<file path="config.mk">
export PLATFORM = sky130hd
export DESIGN_NAME = seq_divider
export DESIGN_NICKNAME = d
export VERILOG_FILES = /design/src/rtl/alu_pkg.sv /design/src/rtl/nadder.sv /design/src/rtl/seq_divider.sv
export SDC_FILE = /design/constraint.sdc
export NUM_CORES = 1
export LEC_CHECK = 0
export CAP_MARGIN = 40
export CORE_AREA = 3 3 191 193
export DETAILED_ROUTE_END_ITERATION = 12
export DIE_AREA = 0 0 194 196
export PLACE_DENSITY = 0.63
export SLEW_MARGIN = 5
export SYNTH_ARGS = -nofsm -noshare
export SYNTH_HDL_FRONTEND = slang
export SYNTH_SLANG_ARGS = --single-unit
</file>
<file path="constraint.sdc">
create_clock -name clk -period 15.9 [get_ports clk]
set_input_delay 2.385 -clock clk [delete_from_list [all_inputs] [get_ports clk]]
set_output_delay 2.385 -clock clk [all_outputs]
set_load 0.01 [all_outputs]
</file>
<file path="src/rtl/alu_pkg.sv">
// Shared ALU definitions: divider FSM states, default width, two's-complement helper.
package alu_pkg;

   typedef enum logic [1:0] {
      IDLE,
      CALC,
      FIX,
      DONE
   } div_state_t;

   localparam int DIV_W_DEFAULT = 32;
   localparam int NEG_W         = 64;

   // Callers zero-extend into NEG_W and truncate the result back; the low bits are exact mod 2^N.
   function automatic logic [NEG_W-1:0] neg2c(input logic [NEG_W-1:0] x);
      return ~x + NEG_W'(1);
   endfunction

endpackage

</file>
<file path="src/rtl/nadder.sv">
// Ripple-carry adder reused as the divider's trial subtractor.
module nadder #(
   parameter int W = 8
) (
   input  logic [W-1:0] a,
   input  logic [W-1:0] b,
   input  logic         cin,
   output logic [W-1:0] sum,
   output logic         cout
);

   logic [W:0] c;

   always_comb begin
      c    = '0;
      sum  = '0;
      c[0] = cin;
      for (int unsigned i = 0; i < W; i++) begin
         sum[i]   = a[i] ^ b[i] ^ c[i];
         c[i+1]   = (a[i] & b[i]) | (c[i] & (a[i] ^ b[i]));
      end
      cout = c[W];
   end

endmodule

</file>
<file path="src/rtl/seq_divider.sv">
// Iterative radix-2 restoring divider for DIV/DIVU; one quotient bit per clock.
module seq_divider
   import alu_pkg::*;
#(
   parameter int N = DIV_W_DEFAULT
) (
   input  logic         clk,
   input  logic         rst_n,
   input  logic         start,
   input  logic         is_signed,
   input  logic         abort,
   input  logic [N-1:0] a,
   input  logic [N-1:0] b,
   output logic         busy,
   output logic         done,
   output logic [N-1:0] quotient,
   output logic [N-1:0] remainder,
   output logic         div_by_zero
);

   localparam int CNT_W = $clog2(N);

   div_state_t   state_q;
   logic         sign_quo_q, sign_rem_q, dbz_pend_q;
   logic [N-1:0] a_orig_q, dvd_q, dvs_q;
   logic [N:0]   prem_q;
   logic [CNT_W-1:0] cnt_q;
   logic         busy_q, done_q, dbz_q;
   logic [N-1:0] quo_q, rem_q;

   logic [N-1:0] mag_a, mag_b, quo_fix, rem_fix;
   logic [N:0]   shifted, diff, prem_d;
   logic [N-1:0] dvd_d;
   logic         no_borrow;

   always_comb begin
      mag_a = (is_signed && a[N-1]) ? N'(neg2c(NEG_W'(a))) : a;
      mag_b = (is_signed && b[N-1]) ? N'(neg2c(NEG_W'(b))) : b;
   end

   assign shifted = (prem_q << 1) | (N+1)'(dvd_q[N-1]);

   nadder #(
      .W(N + 1)
   ) u_sub (
      .a    (shifted),
      .b    (~{1'b0, dvs_q}),
      .cin  (1'b1),
      .sum  (diff),
      .cout (no_borrow)
   );

   always_comb begin
      prem_d = no_borrow ? diff : shifted;
      dvd_d  = {dvd_q[N-2:0], no_borrow};
   end

   // A zero divisor makes every trial succeed; the fixed results are substituted instead of sign fix-up.
   always_comb begin
      quo_fix = sign_quo_q ? N'(neg2c(NEG_W'(dvd_q))) : dvd_q;
      rem_fix = sign_rem_q ? N'(neg2c(NEG_W'(prem_q[N-1:0]))) : prem_q[N-1:0];
      if (dbz_pend_q) begin
         quo_fix = '1;
         rem_fix = a_orig_q;
      end
   end

   always_ff @(posedge clk or negedge rst_n) begin
      if (!rst_n) begin
         state_q    <= IDLE;
         sign_quo_q <= 1'b0;
         sign_rem_q <= 1'b0;
         dbz_pend_q <= 1'b0;
         a_orig_q   <= '0;
         dvd_q      <= '0;
         dvs_q      <= '0;
         prem_q     <= '0;
         cnt_q      <= '0;
         busy_q     <= 1'b0;
         done_q     <= 1'b0;
         dbz_q      <= 1'b0;
         quo_q      <= '0;
         rem_q      <= '0;
      end else begin
         done_q <= 1'b0;
         case (state_q)
            IDLE, DONE: begin
               if (start && !abort) begin
                  sign_quo_q <= is_signed & (a[N-1] ^ b[N-1]);
                  sign_rem_q <= is_signed & a[N-1];
                  dbz_pend_q <= (b == '0);
                  a_orig_q   <= a;
                  dvd_q      <= mag_a;
                  dvs_q      <= mag_b;
                  prem_q     <= '0;
                  cnt_q      <= '0;
                  busy_q     <= 1'b1;
                  state_q    <= CALC;
               end else begin
                  state_q <= IDLE;
               end
            end
            CALC: begin
               if (abort) begin
                  busy_q  <= 1'b0;
                  state_q <= IDLE;
               end else begin
                  prem_q <= prem_d;
                  dvd_q  <= dvd_d;
                  cnt_q  <= cnt_q + CNT_W'(1);
                  if (cnt_q == CNT_W'(N - 1)) begin
                     state_q <= FIX;
                  end
               end
            end
            FIX: begin
               busy_q <= 1'b0;
               if (abort) begin
                  state_q <= IDLE;
               end else begin
                  quo_q   <= quo_fix;
                  rem_q   <= rem_fix;
                  dbz_q   <= dbz_pend_q;
                  done_q  <= 1'b1;
                  state_q <= DONE;
               end
            end
            default: begin
               busy_q  <= 1'b0;
               state_q <= IDLE;
            end
         endcase
      end
   end

   assign busy        = busy_q;
   assign done        = done_q;
   assign quotient    = quo_q;
   assign remainder   = rem_q;
   assign div_by_zero = dbz_q;

endmodule

</file>
==> results.md, run 1 <==
* # hold bufs at CTS at 0
* CTS tree: built
* Starting Density at 35.0%
* I/O Pins at 136
* Clock Tree Root: clkbuf_16
* DRT Pass-1 Iters at 5
* Detail Placement HPWL at 25200 um
* Minimum clock period at 13.83 ns
* Via density at 5.37
* Clock Path Buffers at 3
* Worst hold path depth at 2
* Startpoint Class: register
* Full die area at 38000 um2
* Cell Pwr Density at 122 nW/um2
* Psw at 0.629 mW
* Switching fraction of total power at 34.9%
* Setup CP Type: reg -> reg
* Postcts setup bufs at 0
* Layout area overhead at 21.6%
* Top cells by area, synth: dfrtp_1 42%, xor2_1 5.8%, o21ai_0 5.4%, fa_1 5.1%, mux2i_1 4.4%
* Comb power frac at 29.2%
* Sink Count at 205
* Buffers on Ports at 135
* Clock share of power at 31.8%
* Most common flop cell mapped by yosys: dfrtp_1
* FF-to-FF path depth at 40
* Cts bufs inserted at 26
* Hold Path Class: reg -> reg
* Period utilization at 87.0%
* Count leader, synth: dfrtp_1
* Slowest stage delay, CP at 0.46 ns
* Slew Viols, Final at 0
* Final Hold Viols at 0
* Number of nets in the layout at 1526
* Maximum vdd drop at 0.0717 mV
* Mapped cell area at 12200 um2
* Number of global-route vias before repair at 9935
* Register area share after synthesis at 42.2%
* WHS at 0.477 ns
* Slew @ Worst Pin at 0.919 ns
* Vias post-DR at 10.2k
* Synthesized Nets at 1432
* Iteration-0 DRC Markers at 612
* Layout cells sized above 1 at 7.67%
* GP Congestion at 0.882
* Row Count at 68
* Resized Gates After CTS at 0
* Max Cap Viol at 0
* First-pass GRT wire length at 55600 um
* Average size of a mapped cell at 9.19 um2
* Final worst clock skew at 0.0176 ns
* R2r setup slk at 2.07 ns
* Synth Instances at 1323
* Worst flop-to-flop path endpoint: prem_q[5]$_DFFE_PN0P_
* Seq pwr share at 39.0%
* Asr flop ratio synth at 100%
* Largest net degree at the start of global routing at 73
* Wire length per cell at 18.3 um
* Setup TNS at 0 ns
* WHS Endpoint: remainder[4]$_DFFE_PN0P_
* H-tree Lvls at 1
* DIE WIDTH at 194 um
* Post-synthesis register bit count at 205
* Fill cells at 3428
* Final antenna-violating net count at 0
* Final setup viols at 0
* Leak at 6.51 nW
* Skew-Pair Late Insertion Delay at 0.53 ns
* Setup repair after global routing missed its margin: false
* Top cell type's share of synthesized area at 42.2%
* Initial antenna violation count at 1
* Internal at 1.17 mW
* All-layer global routing usage at 17.8%
* Clock transition at the registers of the reported paths at 0.06 ns
* Ys Warns at 0
* Max Freq at 0.0723 GHz
* Crit-path most repeated cell: fa_1
* Worst r2r src: dvd_q[31]$_DFFE_PN0P_
* Status: completed
* Tot Pwr at 1.80 mW
* DRC viols at 0
* Post-synth EDFFs at 0
* Critical path peak fanout at 22
* Synth top cells by count: 205 x dfrtp_1, 141 x nand2_1, 132 x o21ai_0
* CP required at 16.29 ns
* Synth area leader: dfrtp_1
* Drt total wl at 34500 um
* Core area at 34700 um2
* Slowest CP cell: nor2_4
* CP endpoint kind: register
* Critical path arrival at 14.22 ns
* Min-delay src: remainder[4]$_DFFE_PN0P_
* Post-synth cell types at 56
* Die height at 196 um
* GRT Residual Overflow at 0
* Slew headroom at 38.7%
[per-stage QoR]
step,util [%],setup WS (ns),area (um2),cells
2_1_floorplan,-,2.32,12200,1323
3_3_place_gp,39.9,1.84,13900,1839
3_5_place_dp,40.2,2.04,13900,1844
4_1_cts,42.6,2.04,14800,1890
5_1_grt,42.6,1.53,14800,1891
6_report,42.6,2.07,14800,1891
[registers in the layout, indices dropped and copies added (netlist names)]
signal / flops
prem_q: 32
remainder: 32
dbz_pend_q: 1
done: 1
cnt_q: 5
sign_quo_q: 1
div_by_zero: 1
busy: 1
sign_rem_q: 1
state_q: 2
a_orig_q: 32
dvs_q: 32
quotient: 32
dvd_q: 32
[per-layer routing]
layer / GRT usage (%) / up-vias / wire length [um]
met5: 0 / - / 0
met3: 2.64 / 62 / 1930
met4: 5.74 / 0 / 1070
met2: 28.1 / 300 / 15600
li1: - / 4869 / -
met1: 25.3 / 4925 / 15900
[power groups by stage]
stage	Sequential (mW)	Combinational, mW	Clock (mW)
detailed placement	0.711	0.527	0
CTS	0.703	0.529	0.586
global route	0.718	0.601	0.608
floorplan	0.672	0.393	0
global placement	0.707	0.513	0
finish	0.704	0.526	0.572
[layout make-up]
cell class | instances | area [um2] | share of cell area [%]
sequential | 205 | 5130 | 34.7
antenna | 1 | 2.50 | 0.0169
timing repair buffer | 153 | 1540 | 10.4
tap | 455 | 569 | 3.85
inverter | 56 | 210 | 1.42
multi-input combinational | 975 | 6500 | 43.9
clock inverter | 7 | 71.3 | 0.482
clock buffer | 39 | 759 | 5.14
[cell families after synthesis]
kind of cell	share of synthesized area, %
simple gates	16.7
compound gates	15.8
flops	42.2
buf+inv	4.49
xor+xnor	7.64
mux	7.13
fa+ha+maj	6.03
[worst max-delay path by stage]
stage | cells past startpoint | end | slack (ns) | start
after floorplan | 40 | prem_q[24]$_DFFE_PN0P_ | 2.32 | dvd_q[31]$_DFFE_PN0P_
after global placement | 39 | prem_q[1]$_DFFE_PN0P_ | 1.84 | dvd_q[31]$_DFFE_PN0P_
after detailed placement | 40 | prem_q[5]$_DFFE_PN0P_ | 2.04 | dvd_q[31]$_DFFE_PN0P_
after CTS | 40 | prem_q[5]$_DFFE_PN0P_ | 2.04 | dvd_q[31]$_DFFE_PN0P_
after global routing | 41 | dvd_q[0]$_DFFE_PN0P_ | 1.53 | dvd_q[31]$_DFFE_PN0P_
final | 40 | prem_q[5]$_DFFE_PN0P_ | 2.07 | dvd_q[31]$_DFFE_PN0P_
[cell usage in the layout, fill, tap and decap left out, types with 3 or more instances in the layout]
| cell | count |
|---|---|
| dfrtp_1 | 205 |
| nand2_1 | 141 |
| clkdlybuf4s50_1 | 134 |
| o21ai_0 | 132 |
| nor2_1 | 98 |
| a21oi_1 | 84 |
| xor2_1 | 81 |
| inv_1 | 55 |
| mux2i_1 | 54 |
| nor3_1 | 37 |
| fa_1 | 31 |
| and3_1 | 30 |
| mux2_2 | 29 |
| o31ai_1 | 28 |
| o41ai_1 | 26 |
| clkbuf_16 | 26 |
| xnor2_1 | 25 |
| or3_1 | 21 |
| nand3_1 | 20 |
| nor4_1 | 18 |
| o22ai_1 | 16 |
| a31oi_1 | 15 |
| buf_4 | 14 |
| or2_2 | 10 |
| ha_1 | 9 |
| nand4_1 | 8 |
| or4_1 | 7 |
| clkbuf_1 | 7 |
| clkbuf_8 | 7 |
| nand2b_1 | 6 |
| clkinv_2 | 5 |
| a22o_1 | 4 |
| nand3b_1 | 3 |
| a211oi_1 | 3 |
| a311oi_1 | 3 |
| o211ai_1 | 3 |
| a41oi_1 | 3 |
[critical path, delay by kind of cell, from the launching register on]
kind	cells	cell delay, ns
flops	1	0.40
mux	1	0.21
buf+inv	5	0.53
compound gates	1	0.08
simple gates	1	0.46
fa+ha+maj	32	12.01
No activity file was read; power rests on OpenSTA's default activity.
==> run 2: changes to the inputs <==
CORE_AREA = 2 2 190 192   (was 3 3 191 193)
DIE_AREA = 0 0 192 194   (was 0 0 194 196)
SETUP_SLACK_MARGIN = 0.2   (was default)
==> results.md, run 2 (synthesis gave the netlist of run 1 again) <==
* Comb power frac at 29.4% (+0.2 points)
* Most common cell after layout, fill and taps aside: dfrtp_1
* All-layer global routing usage at 18.6% (+0.79 points)
* Initial antenna violation count at 1 (unchanged)
* Post-route cell area at 14800 um2 (+0.46%)
* CTS tree: built
* Cts bufs inserted at 24 (-7.7%)
* Dpl cell area at 14000 um2 (+0.36%)
* Hold Path Class: reg -> reg
* Switching fraction of total power at 34.4% (-0.45 points)
* Crit-path most repeated cell: fa_1
* Layout cells sized above 1 at 7.74% (+0.070 points)
* Slew headroom at 39.5% (+0.81 points)
* Buffers on Ports at 135 (unchanged)
* Vias post-DR at 10.2k (+0.030%)
* Slew Viols, Final at 0 (unchanged)
* Sink Count at 205 (unchanged)
* Setup TNS at 0 ns (unchanged)
* # hold bufs at CTS at 0 (unchanged)
* CP required at 16.25 ns (-0.04 ns)
* Min-delay src: dvs_q[16]$_DFFE_PN0P_
* Final worst clock skew at 0.0206 ns (+0.00300 ns)
* GP Congestion at 0.849 (-3.7%)
* Final antenna-violating net count at 0 (unchanged)
* Minimum clock period at 13.96 ns (+0.124 ns)
* Worst r2r src: dvd_q[31]$_DFFE_PN0P_
* GRT Residual Overflow at 0 (unchanged)
* Die height at 194 um (-1.0%)
* Period utilization at 87.8% (+0.78 points)
* Maximum vdd drop at 0.0793 mV (+11%)
* Status: completed
* Clock Tree Root: clkbuf_16
* FF-to-FF path depth at 40 (unchanged)
* Slew @ Worst Pin at 0.902 ns (-0.0171 ns)
* Via density at 5.36 (-0.29%)
* Fill cells at 3484 (+1.6%)
* Postcts setup bufs at 0 (unchanged)
* Resized Gates After CTS at 0 (unchanged)
* Fin cells at 1897 (+0.32%)
* H-tree Lvls at 1 (unchanged)
* Critical path peak fanout at 20 (-9.1%)
* Met3 Track Usage GR at 1.88% (-0.76 points)
* Critical path arrival at 14.31 ns (+0.09 ns)
* Cell Pwr Density at 123 nW/um2 (+0.83%)
* Met2 GRT Util at 29.6% (+1.5 points)
* Iteration-0 DRC Markers at 665 (+8.7%)
* Max Cap Viol at 0 (unchanged)
* Setup repair after global routing missed its margin: false
* Number of global-route vias before repair at 9947 (+0.12%)
* Grt peak-use layer: met2
* Detail Placement HPWL at 25000 um (-0.61%)
* Row Count at 69 (+1.5%)
* WHS Endpoint: dvs_q[16]$_DFFE_PN0P_
* Startpoint Class: register
* Number of nets in the layout at 1526 (unchanged)
* First-pass GRT wire length at 55800 um (+0.32%)
* Clock Path Buffers at 3 (unchanged)
* Worst hold path depth at 2 (unchanged)
* Met1 usage at 26.8% (+1.4 points)
* R2r setup slk at 1.94 ns (-0.12 ns)
* Wire length per cell at 18.2 um (-0.37%)
* I/O Pins at 136 (unchanged)
* DIE WIDTH at 192 um (-1.0%)
* DRC viols at 0 (unchanged)
* WHS at 0.481 ns (+0.00400 ns)
* Psw at 0.629 mW (about the same)
* Layout area overhead at 22.2%
* Worst flop-to-flop path endpoint: prem_q[1]$_DFFE_PN0P_
* Core area at 35200 um2 (+1.5%)
* Final setup viols at 0 (unchanged)
* Slowest CP cell: nor2_4
* Slowest stage delay, CP at 0.53 ns (+0.07 ns)
* Most frequent cells in the layout: 205 x dfrtp_1, 141 x nand2_1, 134 x clkdlybuf4s50_1, 132 x o21ai_0, 98 x nor2_1
* Setup CP Type: reg -> reg
* Full die area at 37200 um2 (-2.0%)
* Clock share of power at 32.3% (+0.5 points)
* Leak at 6.52 nW (+0.19%)
* Placed Instances at 1852 (+0.43%)
* Max Freq at 0.0716 GHz (-0.89%)
* Skew-Pair Late Insertion Delay at 0.52 ns (about the same)
* Clock transition at the registers of the reported paths at 0.06 ns (about the same)
* Starting Density at 34.5% (-0.51 points)
* Drt total wl at 34500 um (about the same)
* Tot Pwr at 1.83 mW (+1.3%)
* Final Hold Viols at 0 (unchanged)
* Internal at 1.20 mW (+2.0%)
* Largest net degree at the start of global routing at 73 (unchanged)
* DRT Pass-1 Iters at 5 (unchanged)
* CP endpoint kind: register
* Seq pwr share at 38.3% (-0.7 points)
run 2: worst max-delay path by stage:
stage,from,to,slack (ns),depth (start not counted)
4_1_cts,dvd_q[31]$_DFFE_PN0P_,prem_q[1]$_DFFE_PN0P_,1.94,40
2_1_floorplan,dvd_q[31]$_DFFE_PN0P_,prem_q[24]$_DFFE_PN0P_,2.32,40
3_3_place_gp,dvd_q[31]$_DFFE_PN0P_,prem_q[1]$_DFFE_PN0P_,1.84,39
3_5_place_dp,dvd_q[31]$_DFFE_PN0P_,prem_q[1]$_DFFE_PN0P_,1.99,40
5_1_grt,dvd_q[31]$_DFFE_PN0P_,prem_q[1]$_DFFE_PN0P_,1.43,40
6_report,dvd_q[31]$_DFFE_PN0P_,prem_q[1]$_DFFE_PN0P_,1.94,40
run 2: cell type report:
type                    count  area [um2]  area share, %
clock inverters             7         118          0.792
flip-flops and latches    205        5130           34.5
well taps                 461         577           3.88
multi-input cells         975        6500           43.7
clock buffers              37         731           4.92
repair buffers            155        1590           10.7
inverters                  56         210           1.42
diodes                      1        2.50         0.0169
run 2: critical path, delay by kind of cell, from the launching register on:
family	cells	cell delay [ns]
compound gates	1	0.09
fa+ha+maj	32	12.09
buf+inv	5	0.50
flops	1	0.39
mux	1	0.20
simple gates	1	0.53
run 2: power by group through the flow:
stage               combinational [mW]  clock, mW  sequential [mW]
global placement                 0.517          0            0.706
finish                           0.537      0.590            0.699
CTS                              0.539      0.602            0.699
global route                     0.602      0.625            0.714
floorplan                        0.393          0            0.672
detailed placement               0.535          0            0.707
run 2: per-layer routing:
| metal | up-vias | wire length [um] |
|---|---|---|
| met5 | - | 0 |
| met4 | 0 | 883 |
| met3 | 51 | 1870 |
| met2 | 307 | 16000 |
| met1 | 4948 | 15700 |
| li1 | 4853 | - |
run 2: metrics by stage:
step	setup slack, ns	util, %
after detailed placement	1.99	39.7
after CTS	1.94	42.1
after global routing	1.43	42.2
after floorplan	2.32	-
after global placement	1.84	39.4
final	1.94	42.2
==> run 3: changes to the inputs <==
CORE_AREA = 2 2 144 252   (was 2 2 190 192)
DIE_AREA = 0 0 146 254   (was 0 0 192 194)
PLACE_DENSITY = 0.64   (was 0.63)
==> results.md, run 3 (synthesis gave the netlist of run 1 again) <==
* Status: completed
* Core area at 35100 um2 (-0.44%)
* Clock transition at the registers of the reported paths at 0.07 ns (about the same)
* Fill cells at 3533 (+1.4%)
* Setup ws final at 1.97 ns (+0.0273 ns)
* Setup TNS at 0 ns (unchanged)
* Final setup viols at 0 (unchanged)
* Minimum clock period at 13.93 ns (-0.0273 ns)
* Slowest stage delay, CP at 0.42 ns (-0.11 ns)
* Crit-path most repeated cell: fa_1
* Slew headroom at 38.7% (-0.84 points)
* Met2 GRT Util at 33.8% (+4.2 points)
* CP required at 16.26 ns (about the same)
* Postcts setup bufs at 0 (unchanged)
* Number of nets in the layout at 1521 (-0.33%)
* Via density at 5.25 (-2.0%)
* Layout cells sized above 1 at 7.09% (-0.65 points)
* Startpoint Class: register
* GP Congestion at 0.863 (+1.6%)
* CTS tree: built
* Most common cell after layout, fill and taps aside: dfrtp_1
* CP endpoint kind: register
* Clock Path Buffers at 3 (unchanged)
* DRC viols at 0 (unchanged)
* Clock Tree Root: clkbuf_16
* Sink Count at 205 (unchanged)
* First-pass GRT wire length at 53300 um (-4.5%)
* Max Cap Viol at 0 (unchanged)
* Slowest CP cell: fa_1
* Met1 usage at 20.0% (-6.8 points)
* Worst slack, placed at 1.97 ns (-0.0280 ns)
* I/O Pins at 136 (unchanged)
* Starting Density at 34.7% (+0.15 points)
* Wire length per cell at 17.6 um (-3.3%)
* GRT Residual Overflow at 0 (unchanged)
* Maximum vdd drop at 0.0499 mV (-37%)
* Vias post-DR at 9920 (-2.4%)
* Leak at 6.41 nW (-1.7%)
* Setup repair after global routing missed its margin: false
* DIE WIDTH at 146 um (-24%)
* Largest net degree at the start of global routing at 74 (+1.4%)
* Number of global-route vias before repair at 9686 (-2.6%)
* Fin cells at 1890 (-0.37%)
* Cts bufs inserted at 21 (-13%)
* Row Count at 91 (+32%)
* Resized Gates After CTS at 0 (unchanged)
* Footprint of the multi-input gates at 6500 um2 (unchanged)
* DRT Pass-1 Iters at 5 (unchanged)
* WHS at 0.478 ns (-0.00214 ns)
* Die height at 254 um (+31%)
* Skew-Pair Late Insertion Delay at 0.51 ns (about the same)
* Slew @ Worst Pin at 0.907 ns (+0.00466 ns)
* Slew Viols, Final at 0 (unchanged)
* Met3 Track Usage GR at 1.83% (-0.051 points)
* Critical path arrival at 14.29 ns (-0.02 ns)
* Critical path peak fanout at 25 (+25%)
* Most frequent cells in the layout: 205 x dfrtp_1, 141 x nand2_1, 134 x clkdlybuf4s50_1, 132 x o21ai_0, 98 x nor2_1
* Full die area at 37100 um2 (-0.44%)
* Sequential cell area at 5130 um2 (unchanged)
* H-tree Lvls at 1 (unchanged)
* Final antenna-violating net count at 0 (unchanged)
* Grt peak-use layer: met2
* Final worst clock skew at 0.0119 ns (-0.00869 ns)
* Drt total wl at 33300 um (-3.7%)
* # hold bufs at CTS at 0 (unchanged)
* ANT cells at 0 (-1)
* Max Freq at 0.0718 GHz (+0.20%)
* Initial antenna violation count at 0 (-1)
* Cell Pwr Density at 118 nW/um2 (-4.1%)
* Setup CP Type: reg -> reg
* Period utilization at 87.6% (-0.17 points)
* Detail Placement HPWL at 24900 um (-0.51%)
* Placed Instances at 1854 (+0.11%)
* Layout area overhead at 20.1%
* Buffers on Ports at 135 (unchanged)
* All-layer global routing usage at 17.9% (-0.73 points)
* Final Hold Viols at 0 (unchanged)
* Hold Path Class: reg -> reg
* Iteration-0 DRC Markers at 654 (-1.7%)
* Final core occ at 41.6% (-0.53 points)
run 3: metal layers:
layer / vias up / part of all wire [%]
met2: 252 / 53
li1: 4827 / -
met3: 68 / 3.8
met4: 0 / 4.4
met1: 4773 / 38
met5: - / 0
run 3: through the flow:
stage	area, um2	total power, mW
floorplan	12200	1.06
global placement	13900	1.22
detailed placement	13900	1.23
CTS	14600	1.74
global route	14600	1.84
finish	14600	1.72
run 3: path summary, 6_finish.rpt:
path | start | end | slack [ns] | depth (start not counted)
max | dvd_q[31]$_DFFE_PN0P_ | prem_q[5]$_DFFE_PN0P_ | 1.97 | 40
min | dvs_q[11]$_DFFE_PN0P_ | dvs_q[11]$_DFFE_PN0P_ | 0.48 | 2
max reg2reg | dvd_q[31]$_DFFE_PN0P_ | prem_q[5]$_DFFE_PN0P_ | 1.97 | 40
min reg2reg | dvs_q[11]$_DFFE_PN0P_ | dvs_q[11]$_DFFE_PN0P_ | 0.48 | 2
max in group asynchronous | rst_n | remainder[19]$_DFFE_PN0P_ | 12.67 | 2
min in group asynchronous | rst_n | remainder[0]$_DFFE_PN0P_ | 1.88 | 1
run 3: report_power, final:
part / switching, mW / internal [mW] / total (mW)
Sequential: 0.0921 / 0.602 / 0.694
Combinational: 0.302 / 0.226 / 0.529
Clock: 0.213 / 0.286 / 0.498
run 3: cell type report:
type	instances	share of cell area (%)
flip-flops and latches	205	35.1
clock inverters	7	0.626
multi-input cells	975	44.5
well taps	465	3.99
clock buffers	29	3.94
repair buffers	153	10.4
inverters	56	1.44
run 3: critical path, delay by kind of cell (launching register included):
| kind | cells | cell delay [ns] |
|---|---|---|
| compound gates | 1 | 0.09 |
| fa+ha+maj | 32 | 12.08 |
| buf+inv | 5 | 0.54 |
| flops | 1 | 0.40 |
| mux | 1 | 0.23 |
| simple gates | 1 | 0.40 |
